File: config.mk
export PLATFORM = sky130hd
export DESIGN_NAME = uart_tx_frame
export DESIGN_NICKNAME = d
export VERILOG_FILES = /design/src/rtl/uart_tx_frame.sv
export SDC_FILE = /design/constraint.sdc
export NUM_CORES = 1
export LEC_CHECK = 0
export ABC_AREA = 1
export CORE_UTILIZATION = 60
export CTS_CLUSTER_DIAMETER = 30
export DETAILED_ROUTE_END_ITERATION = 8
export DONT_BUFFER_PORTS = 1
export PLACE_DENSITY = 0.76
export SYNTH_ARGS = -nofsm -noshare
export SYNTH_HDL_FRONTEND = slang
export SYNTH_SLANG_ARGS = --single-unit
File: constraint.sdc
create_clock -name CLK_i -period 2.2 [get_ports CLK_i]
set_clock_uncertainty 0.2 [all_clocks]
set_input_delay 0.44 -clock CLK_i [delete_from_list [all_inputs] [get_ports CLK_i]]
set_output_delay 0.44 -clock CLK_i [all_outputs]
set_load 0.05 [all_outputs]
File: src/rtl/uart_tx_frame.sv
// Parametrised UART transmitter: start, DATA_BITS data (LSB first), optional parity, STOP_BITS stop.
// Parity bit and PARITY state are built only when UART_TX_PARITY_EN is defined.
module uart_tx_frame #(
  parameter int FREQUENCY  = 50_000_000,
  parameter int SPEED      = 1_500_000,
  parameter int DATA_BITS  = 8,
  parameter int STOP_BITS  = 1,
  parameter int PARITY_ODD = 0
) (
  input  logic                 CLK_i,
  input  logic                 reset_n,
  input  logic                 dataReady,
  input  logic [DATA_BITS-1:0] data,
  output logic                 tx,
  output logic                 rts
);

  // state   | meaning
  // S_IDLE  | line high, rts high, waiting for dataReady
  // S_START | start bit (tx=0) for one bit time
  // S_DATA  | data bits, LSB first, shift register drains right
  // S_PARITY| parity bit (only with UART_TX_PARITY_EN)
  // S_STOP  | STOP_BITS bit times of tx=1, then back to idle

  localparam int DIVIDER = FREQUENCY / SPEED;
  localparam int CNT_W   = (DIVIDER > 2) ? $clog2(DIVIDER) : 1;

  if (DIVIDER < 2 || DATA_BITS < 5 || DATA_BITS > 9 || STOP_BITS < 1 || STOP_BITS > 2 ||
      PARITY_ODD < 0 || PARITY_ODD > 1) begin : g_cfg_check
    $error("uart_tx_frame: illegal parameter set");
  end

`ifdef UART_TX_PARITY_EN
  typedef enum logic [2:0] {S_IDLE, S_START, S_DATA, S_PARITY, S_STOP} state_t;
  logic parity_bit;
`else
  typedef enum logic [1:0] {S_IDLE, S_START, S_DATA, S_STOP} state_t;
`endif

  state_t               state;
  logic [CNT_W-1:0]     baud;
  logic [3:0]           bit_cnt;
  logic                 stop_cnt;
  logic [DATA_BITS-1:0] shift;
  logic                 bit_end;

  assign bit_end = (baud == CNT_W'(DIVIDER - 1));

  always_ff @(posedge CLK_i or negedge reset_n) begin
    if (!reset_n) begin
      state    <= S_IDLE;
      baud     <= '0;
      bit_cnt  <= '0;
      stop_cnt <= 1'b0;
      shift    <= '0;
      tx       <= 1'b1;
      rts      <= 1'b1;
`ifdef UART_TX_PARITY_EN
      parity_bit <= 1'b0;
`endif
    end else begin
      // Inside a frame the divider free-runs; every bit is exactly DIVIDER cycles.
      if (state == S_IDLE) baud <= '0;
      else if (bit_end)    baud <= '0;
      else                 baud <= baud + 1'b1;

      case (state)
        S_IDLE: begin
          if (dataReady && rts) begin
            shift <= data;
`ifdef UART_TX_PARITY_EN
            parity_bit <= (^data) ^ 1'(PARITY_ODD);
`endif
            state <= S_START;
            tx    <= 1'b0;
            rts   <= 1'b0;
          end else begin
            tx  <= 1'b1;
            rts <= 1'b1;
          end
        end
        S_START: begin
          if (bit_end) begin
            state   <= S_DATA;
            bit_cnt <= '0;
            tx      <= shift[0];
          end
        end
        S_DATA: begin
          if (bit_end) begin
            shift <= shift >> 1;
            if (bit_cnt == 4'(DATA_BITS - 1)) begin
`ifdef UART_TX_PARITY_EN
              state <= S_PARITY;
              tx    <= parity_bit;
`else
              state    <= S_STOP;
              stop_cnt <= 1'b0;
              tx       <= 1'b1;
`endif
            end else begin
              bit_cnt <= bit_cnt + 1'b1;
              tx      <= shift[1];
            end
          end
        end
`ifdef UART_TX_PARITY_EN
        S_PARITY: begin
          if (bit_end) begin
            state    <= S_STOP;
            stop_cnt <= 1'b0;
            tx       <= 1'b1;
          end
        end
`endif
        S_STOP: begin
          if (bit_end) begin
            if (stop_cnt == 1'(STOP_BITS - 1)) begin
              state <= S_IDLE;
              rts   <= 1'b1;
              tx    <= 1'b1;
            end else begin
              stop_cnt <= stop_cnt + 1'b1;
            end
          end
        end
        default: begin
          state <= S_IDLE;
          tx    <= 1'b1;
          rts   <= 1'b1;
        end
      endcase
    end
  end

endmodule

==> out/summary.txt, run 1 <==
========================================================================================
Number of warning messages in the yosys log ...............................            0
Net load switching power ..................................................   0.000810 W
Count of nets after finishing .............................................          167
Required arrival time at the worst endpoint ...............................      2.24 ns
Clock tree from TritonCTS .................................................          yes
Remaining routing DRC violations ..........................................            0
Share of the cycle needed by the critical path after routing ..............        82.6%
Initial cell density of the core ..........................................        64.1%
Buffer type at the clock tree root ........................................ sky130_fd_sc_hd__clkbuf_4
Mean Syn Cell Area ........................................................     8.77 um2
Max Fanout on Critical Path ...............................................           16
N_diodes ..................................................................            0
Power density over the cells ..............................................  1350 mW/mm2
Area growth syn-to-layout .................................................        4.33%
Die Y-Extent ..............................................................      48.0 um
Unrepaired setup endpoints after global routing ...........................        false
Antenna violations before repair ..........................................            0
Top cell type by total area after synthesis ............................... sky130_fd_sc_hd__dfrtp_1
Number of levels the H-tree was split into ................................            1
Clock network fraction of design power ....................................        12.5%
Part of the Yosys area used for sequential elements .......................        43.5%
I/O Buffers ...............................................................            0
Gate power share ..........................................................        46.0%
Number of vias after detailed routing .....................................          912
Endpoints failing hold ....................................................            0
Leading cell types in the layout, fill and taps excluded .................. sky130_fd_sc_hd__nand2_1, sky130_fd_sc_hd__dfrtp_1, sky130_fd_sc_hd__inv_1
Routed wire per std cell ..................................................      11.6 um
Standard cell core area ...................................................  0.00198 mm2
Most common library cell in the layout ignoring fill and taps ............. sky130_fd_sc_hd__nand2_1
Setup tns final ...........................................................         0 ns
Result of the run ......................................................... finished, final reports clean
Total half-perimeter wirelength after legalization and detailed placement .      1520 um
Clock Sink Count ..........................................................           22
Number of synthesized register bits .......................................           22
Actual transition at the worst max-transition pin .........................     0.963 ns
Standard-cell rows ........................................................           16
Number of detailed-route iterations in the first pass .....................            4
Overall overflow remaining after global route .............................            0
Clk pin slew, worst setup/hold paths ......................................      0.12 ns
Routed wire length ........................................................      2040 um
Worst hold slack ..........................................................    0.0775 ns
Cell area after placement .................................................  0.00128 mm2
Clock Latency Late Sink ...................................................      0.30 ns
Cell Count, Final, Fillers Out ............................................          175
Horizontal extent of the die ..............................................      48.0 um
VDD IR max ................................................................   0.000957 V
Pin count of the biggest net entering global routing ......................           23
Switching Share ...........................................................        45.2%
Worst relative slew slack .................................................        35.6%
Peak clock frequency supported by timing ..................................      551 MHz
Tmin final ................................................................      1.82 ns
Gate count of the mapped netlist ..........................................          145
LEAKAGE ...................................................................     0.668 nW
Element type at the critical path start ...................................    flip-flop
Post-layout worst setup margin ............................................     0.384 ns
Area share of the largest cell type after synthesis .......................        39.4%
Flop pwr share ............................................................        41.5%
Die outline area ..........................................................  0.00231 mm2
Internal power ............................................................   0.000983 W
Path type of the worst min-delay path ..................................... input port to flip-flop
First-pass GRT wire length ................................................      3240 um
Critical setup path kind .................................................. flip-flop to flip-flop
Post-route antenna net violation count ....................................            0
Tot GR Track Use ..........................................................        20.7%
Total CTS buffers .........................................................            3
Max-cap violations ........................................................            0
CP Data Arrival Time ......................................................      1.86 ns
Vias per std cell .........................................................         5.21
Area of the mapped netlist ................................................  0.00127 mm2
Dpl ws ....................................................................     0.401 ns
Critical path capture point type ..........................................    flip-flop
Share of final-layout standard cells stronger than drive strength 1 .......        16.9%
Final weighted congestion of routability-driven global placement ..........        0.775
Post-synthesis net count ..................................................          163
Clk buf depth .............................................................            2
Inst Count DP .............................................................          170
Max-slew violation total from the final report ............................            0
Post-route cell area ......................................................  0.00133 mm2
Top area cells in the synthesized netlist ................................. sky130_fd_sc_hd__dfrtp_1, sky130_fd_sc_hd__nand2_1, sky130_fd_sc_hd__ha_1
Number of library cell types mapped by synthesis ..........................           27
Number of DRC violations after detailed-routing iteration 0 ...............           13
Via count of the first global-routing pass ................................          801
IO Pins ...................................................................           13
Final count of negative-setup-slack endpoints .............................            0
========================================================================================
cell families after synthesis:
group                      Yosys count  synth area share, %
and+or+nand+nor                     69                 25.1
DFF                                 22                 43.5
buffers and inverters               21                 7.87
AOI/OAI and AO/OA                   18                 10.5
adders and majority gates            7                 6.89
muxes                                6                 4.72
xor gates and xnor gates             2                 1.38
per-layer routing:
| metal | vias up | share of wire (%) | GRT usage, % |
|---|---|---|---|
| li1 | 473 | - | - |
| met5 | - | 0 | 0 |
| met1 | 422 | 48 | 26.0 |
| met4 | 0 | 0.59 | 8.89 |
| met2 | 15 | 48 | 34.3 |
| met3 | 2 | 3.9 | 4.15 |
cells in the mapped netlist:
master,n
sky130_fd_sc_hd__nand2_1,34
sky130_fd_sc_hd__nor2_2,2
sky130_fd_sc_hd__a21oi_4,1
sky130_fd_sc_hd__inv_2,1
sky130_fd_sc_hd__buf_2,1
sky130_fd_sc_hd__a21oi_1,3
sky130_fd_sc_hd__mux2i_1,6
sky130_fd_sc_hd__nand3b_1,1
sky130_fd_sc_hd__nand2_2,3
sky130_fd_sc_hd__buf_12,1
sky130_fd_sc_hd__xnor2_1,1
sky130_fd_sc_hd__xor2_1,1
sky130_fd_sc_hd__nand2_4,1
sky130_fd_sc_hd__nand4_1,4
sky130_fd_sc_hd__nand3_1,8
sky130_fd_sc_hd__nand3_4,1
sky130_fd_sc_hd__buf_4,1
sky130_fd_sc_hd__inv_1,17
sky130_fd_sc_hd__nor2_1,14
sky130_fd_sc_hd__dfrtp_1,20
sky130_fd_sc_hd__or2_2,1
sky130_fd_sc_hd__dfstp_2,2
sky130_fd_sc_hd__ha_1,7
sky130_fd_sc_hd__o21ai_0,3
sky130_fd_sc_hd__o21ai_2,8
sky130_fd_sc_hd__a21boi_0,1
sky130_fd_sc_hd__o21ai_1,2
worst max-delay path, cell delays in order, from the launching register on:
cell	delay, ns
sky130_fd_sc_hd__dfrtp_1	0.44
sky130_fd_sc_hd__inv_1	0.09
sky130_fd_sc_hd__ha_1	0.33
sky130_fd_sc_hd__buf_4	0.25
sky130_fd_sc_hd__nand2_2	0.08
sky130_fd_sc_hd__nand2_4	0.19
sky130_fd_sc_hd__nand2_1	0.10
sky130_fd_sc_hd__o21ai_2	0.07
timing repair:
item / CTS / global route
buffers inserted: 0 / 0
resized for setup: 0 / 0
hold buffers: 1 / 0
endpoints found under the hold margin: 22 / 0
registers in the layout, summed over array words and instances, names as in the netlist:
signal / flops
tx: 1
rts: 1
bit_cnt: 4
baud: 6
shift: 8
state: 2
final timing paths:
kind | startpoint | to | slack [ns] | cells past startpoint
setup / recovery | state[0] | shift[4] | 0.38 | 7
hold reg to reg | baud[0] | baud[0] | 0.29 | 1
hold / removal | data[7] | shift[7] | 0.08 | 2
setup reg to reg | state[0] | shift[4] | 0.38 | 7
min in group asynchronous | reset_n | baud[3] | 0.52 | 1
max in group asynchronous | reset_n | shift[6] | 0.70 | 1
final cells by class:
class	count	area, um2
fill	151	656
tap	27	33.8
sequential	22	553
timing repair buffer	2	17.5
clock buffer	4	36.3
inverter	18	67.6
multi-input combinational	102	618
power groups by stage:
| stage | Sequential [W] | Combinational, W | Clock, W |
|---|---|---|---|
| after CTS | 0.000746 | 0.000839 | 0.000228 |
| after floorplan | 0.000725 | 0.000775 | 0 |
| after global placement | 0.000744 | 0.000797 | 0 |
| after detailed placement | 0.000754 | 0.000823 | 0 |
| after global routing | 0.000766 | 0.000948 | 0.000240 |
| final | 0.000744 | 0.000826 | 0.000223 |
through the flow:
step	power, W	utilization [%]
2_1_floorplan	0.00150	-
3_3_place_gp	0.00154	64.6
3_5_place_dp	0.00158	64.6
4_1_cts	0.00181	66.9
5_1_grt	0.00195	66.9
6_report	0.00179	66.9
No activity file was read; power rests on OpenSTA's default activity.
==> inputs of run 2 (changes only) <==
CORE_UTILIZATION = 55   (was 60)
PLACE_DENSITY = 0.73   (was 0.76)
clock period = 1.5 ns   (was 2.2 ns; I/O delays follow)
==> run 2 against run 1 <==
  * The run now ends with setup timing left
  * Cell count is 18% higher
  * Register-to-register slack got worse by 0.53 ns
  * Global-route usage is 4.7 points higher
  * Die area up 8.7%
  * Routed wire length up 48%
  * Non-clock buffer count grew 30
  * Sequential share of layout area shrank 9.7 points
  * Hold slack lost 0.063 ns
  * Setup slack worse by 0.53 ns
  * Maximum frequency up 10%
  * Via count rose by 21%
==> out/summary.txt, run 2 (synthesized netlist as in run 1, its figures left out) <==
========================================================================================
Result of the run ......................................................... complete, but fails checks
Violations in the final reports ........................................... setup timing
Registers with the most flip-flops ........................................ shift (8), baud (6), bit_cnt (4)
FF-to-FF path depth .......................................................            9   +2
Total half-perimeter wirelength after legalization and detailed placement .      1800 um   +19%
Pin count of the biggest net entering global routing ......................           23   unchanged
I/O Buffers ...............................................................            0   unchanged
Die outline area ..........................................................  0.00251 mm2   +8.7%
Clk buf depth .............................................................            2   unchanged
Area growth syn-to-layout .................................................        37.0%
LEAKAGE ...................................................................     0.842 nW   +26%
Final weighted congestion of routability-driven global placement ..........        0.835   +7.8%
Share of final-layout standard cells stronger than drive strength 1 .......        41.3%   +24 points
Overall overflow remaining after global route .............................            0   unchanged
Peak clock frequency supported by timing ..................................      608 MHz   +10%
Share of the cycle needed by the critical path after routing ..............         110%   +27 points
Required arrival time at the worst endpoint ...............................      1.51 ns   -0.73 ns
First-pass GRT wire length ................................................      4730 um   +46%
Filler cell count .........................................................          144   -4.6%
Number of levels the H-tree was split into ................................            1   unchanged
Worst relative slew slack .................................................        30.6%   -5.0 points
IO Pins ...................................................................           13   unchanged
Antenna violations before repair ..........................................            0   unchanged
Die Y-Extent ..............................................................      50.1 um   +4.3%
Tot GR Track Use ..........................................................        25.3%   +4.7 points
Path type of the worst min-delay path ..................................... input port to flip-flop
Number of detailed-route iterations in the first pass .....................            4   unchanged
Critical setup path kind .................................................. flip-flop to flip-flop
Element type at the critical path start ...................................    flip-flop
Vias per std cell .........................................................         5.35   +2.7%
VDD IR max ................................................................    0.00150 V   +56%
Power density over the cells ..............................................  2110 mW/mm2   +56%
Buffer type at the clock tree root ........................................ sky130_fd_sc_hd__clkbuf_4
Standard cell core area ...................................................  0.00219 mm2   +11%
Max-cap violations ........................................................            0   unchanged
Critical path capture point type ..........................................    flip-flop
Max FFs per register ......................................................            8   unchanged
Horizontal extent of the die ..............................................      50.1 um   +4.3%
Post-route cell area ......................................................  0.00174 mm2   +31%
Standard-cell rows ........................................................           17   +1
Post-layout worst setup margin ............................................    -0.146 ns   -0.529 ns
Post-route antenna net violation count ....................................            0   unchanged
Dpl ws ....................................................................    -0.125 ns   -0.526 ns
Largest register by flop count ............................................        shift
N_diodes ..................................................................            0   unchanged
Actual transition at the worst max-transition pin .........................      1.04 ns   +0.0787 ns
Endpoints failing hold ....................................................            0   unchanged
Leading cell types in the layout, fill and taps excluded .................. sky130_fd_sc_hd__nand2_1, sky130_fd_sc_hd__buf_4, sky130_fd_sc_hd__dfrtp_1
Remaining routing DRC violations ..........................................            0   unchanged
Most common library cell in the layout ignoring fill and taps ............. sky130_fd_sc_hd__nand2_1
Via count of the first global-routing pass ................................         1121   +40%
Hold Path Depth ...........................................................            2   unchanged
Clock tree from TritonCTS .................................................          yes
Initial cell density of the core ..........................................        58.0%   -6.1 points
Final count of negative-setup-slack endpoints .............................           18   +18
Unrepaired setup endpoints after global routing ...........................         true
Number of vias after detailed routing .....................................         1108   +21%
Clock Latency Late Sink ...................................................      0.31 ns   about the same
Count of nets after finishing .............................................          198   +19%
Cell area after placement .................................................  0.00145 mm2   +13%
Number of DRC violations after detailed-routing iteration 0 ...............           14   +1
Max Fanout on Critical Path ...............................................            3   -13
Total CTS buffers .........................................................            3   unchanged
Max-slew violation total from the final report ............................            0   unchanged
Clk pin slew, worst setup/hold paths ......................................      0.13 ns   about the same
CP Data Arrival Time ......................................................      1.66 ns   -0.20 ns
Routed wire length ........................................................      3010 um   +48%
Clock Sink Count ..........................................................           22   unchanged
Tmin final ................................................................      1.65 ns   -0.171 ns
Routed wire per std cell ..................................................      14.5 um   +25%
========================================================================================
==> run 2: changes by cell type in the layout (fill, tap and decap cells not counted), sizes merged <==
| cell | before | now |
|---|---|---|
| buf | 1 | 24 |
| dlymetal6s4s | 0 | 1 |
| nand2 | 38 | 39 |
| dlygate4sd3 | 1 | 7 |
==> run 2: layout make-up <==
| class | instances | area [um2] | area share (%) |
|---|---|---|---|
| Multi-Input combinational cell | 103 | 744 | 42.7 |
| Sequential cell | 22 | 558 | 32.0 |
| Timing Repair Buffer | 32 | 295 | 17.0 |
| Inverter | 18 | 72.6 | 4.17 |
| Clock buffer | 4 | 36.3 | 2.08 |
| Tap cell | 28 | 35.0 | 2.01 |
==> run 2: path summary, 6_finish.rpt <==
| kind | from | end | slack, ns |
|---|---|---|---|
| worst max register to register | state[0] | state[1] | -0.15 |
| worst max-delay path | state[0] | state[1] | -0.15 |
| max in group asynchronous | reset_n | state[1] | 0.39 |
| min in group asynchronous | reset_n | baud[1] | 0.03 |
| worst min-delay path | data[2] | shift[2] | 0.01 |
| worst min register to register | shift[5] | shift[5] | 0.31 |
==> run 2: power by group <==
part           internal [W]  total (W)  switching (W)
clock              0.000148   0.000342       0.000194
sequential         0.000840    0.00106       0.000220
combinational       0.00105    0.00226        0.00121
total               0.00204    0.00367        0.00162
==> run 2: what timing repair did <==
action                     CTS  global route
resized for setup           27            12
cloned                       1             0
hold buffers                 8             0
buffers inserted             4             2
hold endpoints to repair    29             0
pin swaps                    8             6
setup endpoints to repair   18            43
==> run 2: through the flow <==
step           hold slack, ns  power [W]  util [%]  std cells  TNS (ns)
2_1_floorplan          -0.196    0.00230         -        145    -0.314
3_3_place_gp           -0.195    0.00265      66.1        188    -0.806
3_5_place_dp           -0.195    0.00272      66.1        188     -1.19
4_1_cts               0.00885    0.00348      77.0        205    -0.965
5_1_grt               0.00616    0.00388      79.5        207     -2.81
6_report               0.0148    0.00367      79.5        207     -1.63
==> run 2: critical path, cell delays in order, from the launching register on <==
cell and delay [ns]:
sky130_fd_sc_hd__dfrtp_1 0.41, sky130_fd_sc_hd__inv_2 0.10, sky130_fd_sc_hd__buf_6 0.10, sky130_fd_sc_hd__ha_4 0.15, sky130_fd_sc_hd__inv_4 0.04, sky130_fd_sc_hd__a21oi_4 0.18
sky130_fd_sc_hd__buf_6 0.13, sky130_fd_sc_hd__inv_2 0.04, sky130_fd_sc_hd__nand4_1 0.11, sky130_fd_sc_hd__nand2_2 0.07
==> run 2: metal layers <==
metal  track usage [%]  share of wire (%)
met3              4.01                3.1
met5                 0                  0
met1              28.3                 43
met2              45.8                 52
met4              12.4                1.7
==> inputs of run 3 (changes only) <==
clock period = 1.3 ns   (was 1.5 ns; I/O delays follow)
==> run 3 against run 2 <==
  * The run ends with hold timing, setup timing left
  * Routed wire length increased by 12%
  * Non-clock buffer count rose by 2
  * Global-route usage is 1.9 points higher
==> out/summary.txt, run 3 (synthesized netlist as in run 1, its figures left out) <==
========================================================================================
Result of the run ......................................................... complete, but fails checks
Violations in the final reports ........................................... hold timing, setup timing
Flop-to-flop setup slack ..................................................     -0.33 ns   -0.18 ns
Share of final-layout standard cells stronger than drive strength 1 .......        51.9%   +11 points
Launch point of the critical path .........................................     state[0]
Post-layout worst setup margin ............................................    -0.329 ns   -0.183 ns
Cell Count, Final, Fillers Out ............................................          209   +0.97%
Max Fanout on Critical Path ...............................................            8   +5
Peak clock frequency supported by timing ..................................      614 MHz   +1.0%
Final count of negative-setup-slack endpoints .............................           23   +5
Inst Count DP .............................................................          189   +0.53%
Area growth syn-to-layout .................................................        46.4%
Unrepaired setup endpoints after global routing ...........................         true
Most common library cell in the layout ignoring fill and taps ............. sky130_fd_sc_hd__nand2_1
Critical path capture point type ..........................................    flip-flop
Routed wire length ........................................................      3360 um   +12%
Number of vias after detailed routing .....................................         1117   +0.81%
Endpoint of the worst setup timing path ...................................     shift[0]
Power, Total ..............................................................    0.00440 W   +20%
Clock Latency Late Sink ...................................................      0.31 ns   about the same
Number of levels the H-tree was split into ................................            1   unchanged
First-pass GRT wire length ................................................      5080 um   +7.3%
Leading cell types in the layout, fill and taps excluded .................. sky130_fd_sc_hd__nand2_1, sky130_fd_sc_hd__dfrtp_1, sky130_fd_sc_hd__buf_4
LEAKAGE ...................................................................     0.863 nW   +2.5%
Overall overflow remaining after global route .............................            0   unchanged
Standard cell core area ...................................................  0.00219 mm2   unchanged
Power density over the cells ..............................................  2360 mW/mm2   +12%
Max-slew violation total from the final report ............................            0   unchanged
Max-cap violations ........................................................            0   unchanged
Final weighted congestion of routability-driven global placement ..........        0.853   +2.1%
Max FFs per register ......................................................            8   unchanged
Worst hold slack ..........................................................   -0.0103 ns   -0.0251 ns
Horizontal extent of the die ..............................................      50.1 um   unchanged
Pin count of the biggest net entering global routing ......................           23   unchanged
Die Y-Extent ..............................................................      50.1 um   unchanged
Post-route antenna net violation count ....................................            0   unchanged
Share of the cycle needed by the critical path after routing ..............         125%   +16 points
Standard-cell rows ........................................................           17   unchanged
Initial cell density of the core ..........................................        58.0%   unchanged
R2R Path Start ............................................................     state[0]
Total half-perimeter wirelength after legalization and detailed placement .      1990 um   +10%
Number of detailed-route iterations in the first pass .....................            4   unchanged
Clk pin slew, worst setup/hold paths ......................................      0.14 ns   about the same
Path type of the worst min-delay path ..................................... input port to asynchronous set/reset pin
Critical setup path kind .................................................. flip-flop to flip-flop
Number of DRC violations after detailed-routing iteration 0 ...............           15   +1
VDD IR max ................................................................    0.00187 V   +25%
Die outline area ..........................................................  0.00251 mm2   unchanged
Endpoints failing hold ....................................................            9   +9
Tmin final ................................................................      1.63 ns   -0.0166 ns
Antenna violations before repair ..........................................            0   unchanged
Count of nets after finishing .............................................          200   +1.0%
Largest register by flop count ............................................        shift
Filler cell count .........................................................          116   -19%
IO Pins ...................................................................           13   unchanged
Required arrival time at the worst endpoint ...............................      1.34 ns   -0.17 ns
Clock tree from TritonCTS .................................................          yes
Post-route core utilization ...............................................        84.9%   +5.4 points
Worst relative slew slack .................................................        29.7%   -0.84 points
Actual transition at the worst max-transition pin .........................      1.05 ns   +0.0126 ns
CP Data Arrival Time ......................................................      1.67 ns   about the same
Vias per std cell .........................................................         5.34   -0.15%
Total CTS buffers .........................................................            3   unchanged
Element type at the critical path start ...................................    flip-flop
I/O Buffers ...............................................................            0   unchanged
FF-to-FF path depth .......................................................            7   -2
Buffer type at the clock tree root ........................................ sky130_fd_sc_hd__clkbuf_4
Registers with the most flip-flops ........................................ shift (8), baud (6), bit_cnt (4)
Clk buf depth .............................................................            2   unchanged
Via count of the first global-routing pass ................................         1163   +3.7%
Tot GR Track Use ..........................................................        27.3%   +1.9 points
Clock Sink Count ..........................................................           22   unchanged
Remaining routing DRC violations ..........................................            0   unchanged
Setup tns final ...........................................................     -5.99 ns   -4.36 ns
Critical register-to-register path endpoint ...............................     shift[0]
Routed wire per std cell ..................................................      16.1 um   +11%
N_diodes ..................................................................            0   unchanged
========================================================================================
-- run 3: cell types whose count changed in the layout (fill, tap and decap cells not counted), moves of 4 or more --
| cell | delta |
|---|---|
| sky130_fd_sc_hd__buf_6 | +5 |
| sky130_fd_sc_hd__buf_4 | -4 |
| sky130_fd_sc_hd__nor2_4 | +4 |
| sky130_fd_sc_hd__nand2_2 | +4 |
| sky130_fd_sc_hd__nand2_1 | -4 |
| sky130_fd_sc_hd__nor2_1 | -6 |
-- run 3: repair_timing --
action	4_1_cts	5_1_grt
gates resized for setup	45	20
pin swaps	18	14
hold endpoints to repair	30	0
endpoints found under the setup margin	23	46
setup buffers	6	4
hold buffers	9	0
cloned	1	0
-- run 3: worst min-delay path by stage --
stage / start / to / slack (ns) / cells after the start
floorplan: reset_n / baud[0] / -0.24 / 0
global placement: reset_n / baud[2] / -0.24 / 0
detailed placement: reset_n / baud[3] / -0.23 / 0
CTS: dataReady / rts / 0.01 / 4
global route: dataReady / rts / 0.02 / 4
finish: reset_n / baud[4] / -0.01 / 1
-- run 3: layer usage --
metal	part of all wire [%]	vias up	GRT usage, %	wire length (um)
li1	-	540	-	-
met1	43	544	31.1	1440
met2	53	27	50.7	1770
met3	2.8	6	4.32	94
met4	1.4	0	8.57	48
met5	0	-	0	0
-- run 3: critical path, cell delays in order, from the launching register on --
cell and delay [ns]:
sky130_fd_sc_hd__dfrtp_1 0.43, sky130_fd_sc_hd__inv_2 0.10, sky130_fd_sc_hd__ha_4 0.23, sky130_fd_sc_hd__buf_12 0.15, sky130_fd_sc_hd__nand2_4 0.06, sky130_fd_sc_hd__buf_4 0.13
sky130_fd_sc_hd__a21boi_1 0.13, sky130_fd_sc_hd__o21ai_2 0.13
-- run 3: metrics by stage --
| step | setup WS [ns] | cell area, um2 |
|---|---|---|
| 5_1_grt | -0.395 | 1860 |
| 2_1_floorplan | -0.277 | 1330 |
| 3_3_place_gp | -0.219 | 1480 |
| 6_report | -0.329 | 1860 |
| 4_1_cts | -0.288 | 1770 |
| 3_5_place_dp | -0.278 | 1480 |
-- run 3: report_power, final --
group	switching, W	leakage (nW)	internal [W]
logic	0.00153	0.567	0.00127
registers	0.000282	0.281	0.000969
clock network	0.000228	0.0150	0.000120
-- run 3: final cells by class --
type	count	area, um2	share of cell area (%)
clock buffers	4	26.3	1.41
multi-input cells	103	835	44.9
inverters	18	75.1	4.03
well taps	28	35.0	1.88
flip-flops and latches	22	558	30.0
repair buffers	34	332	17.8
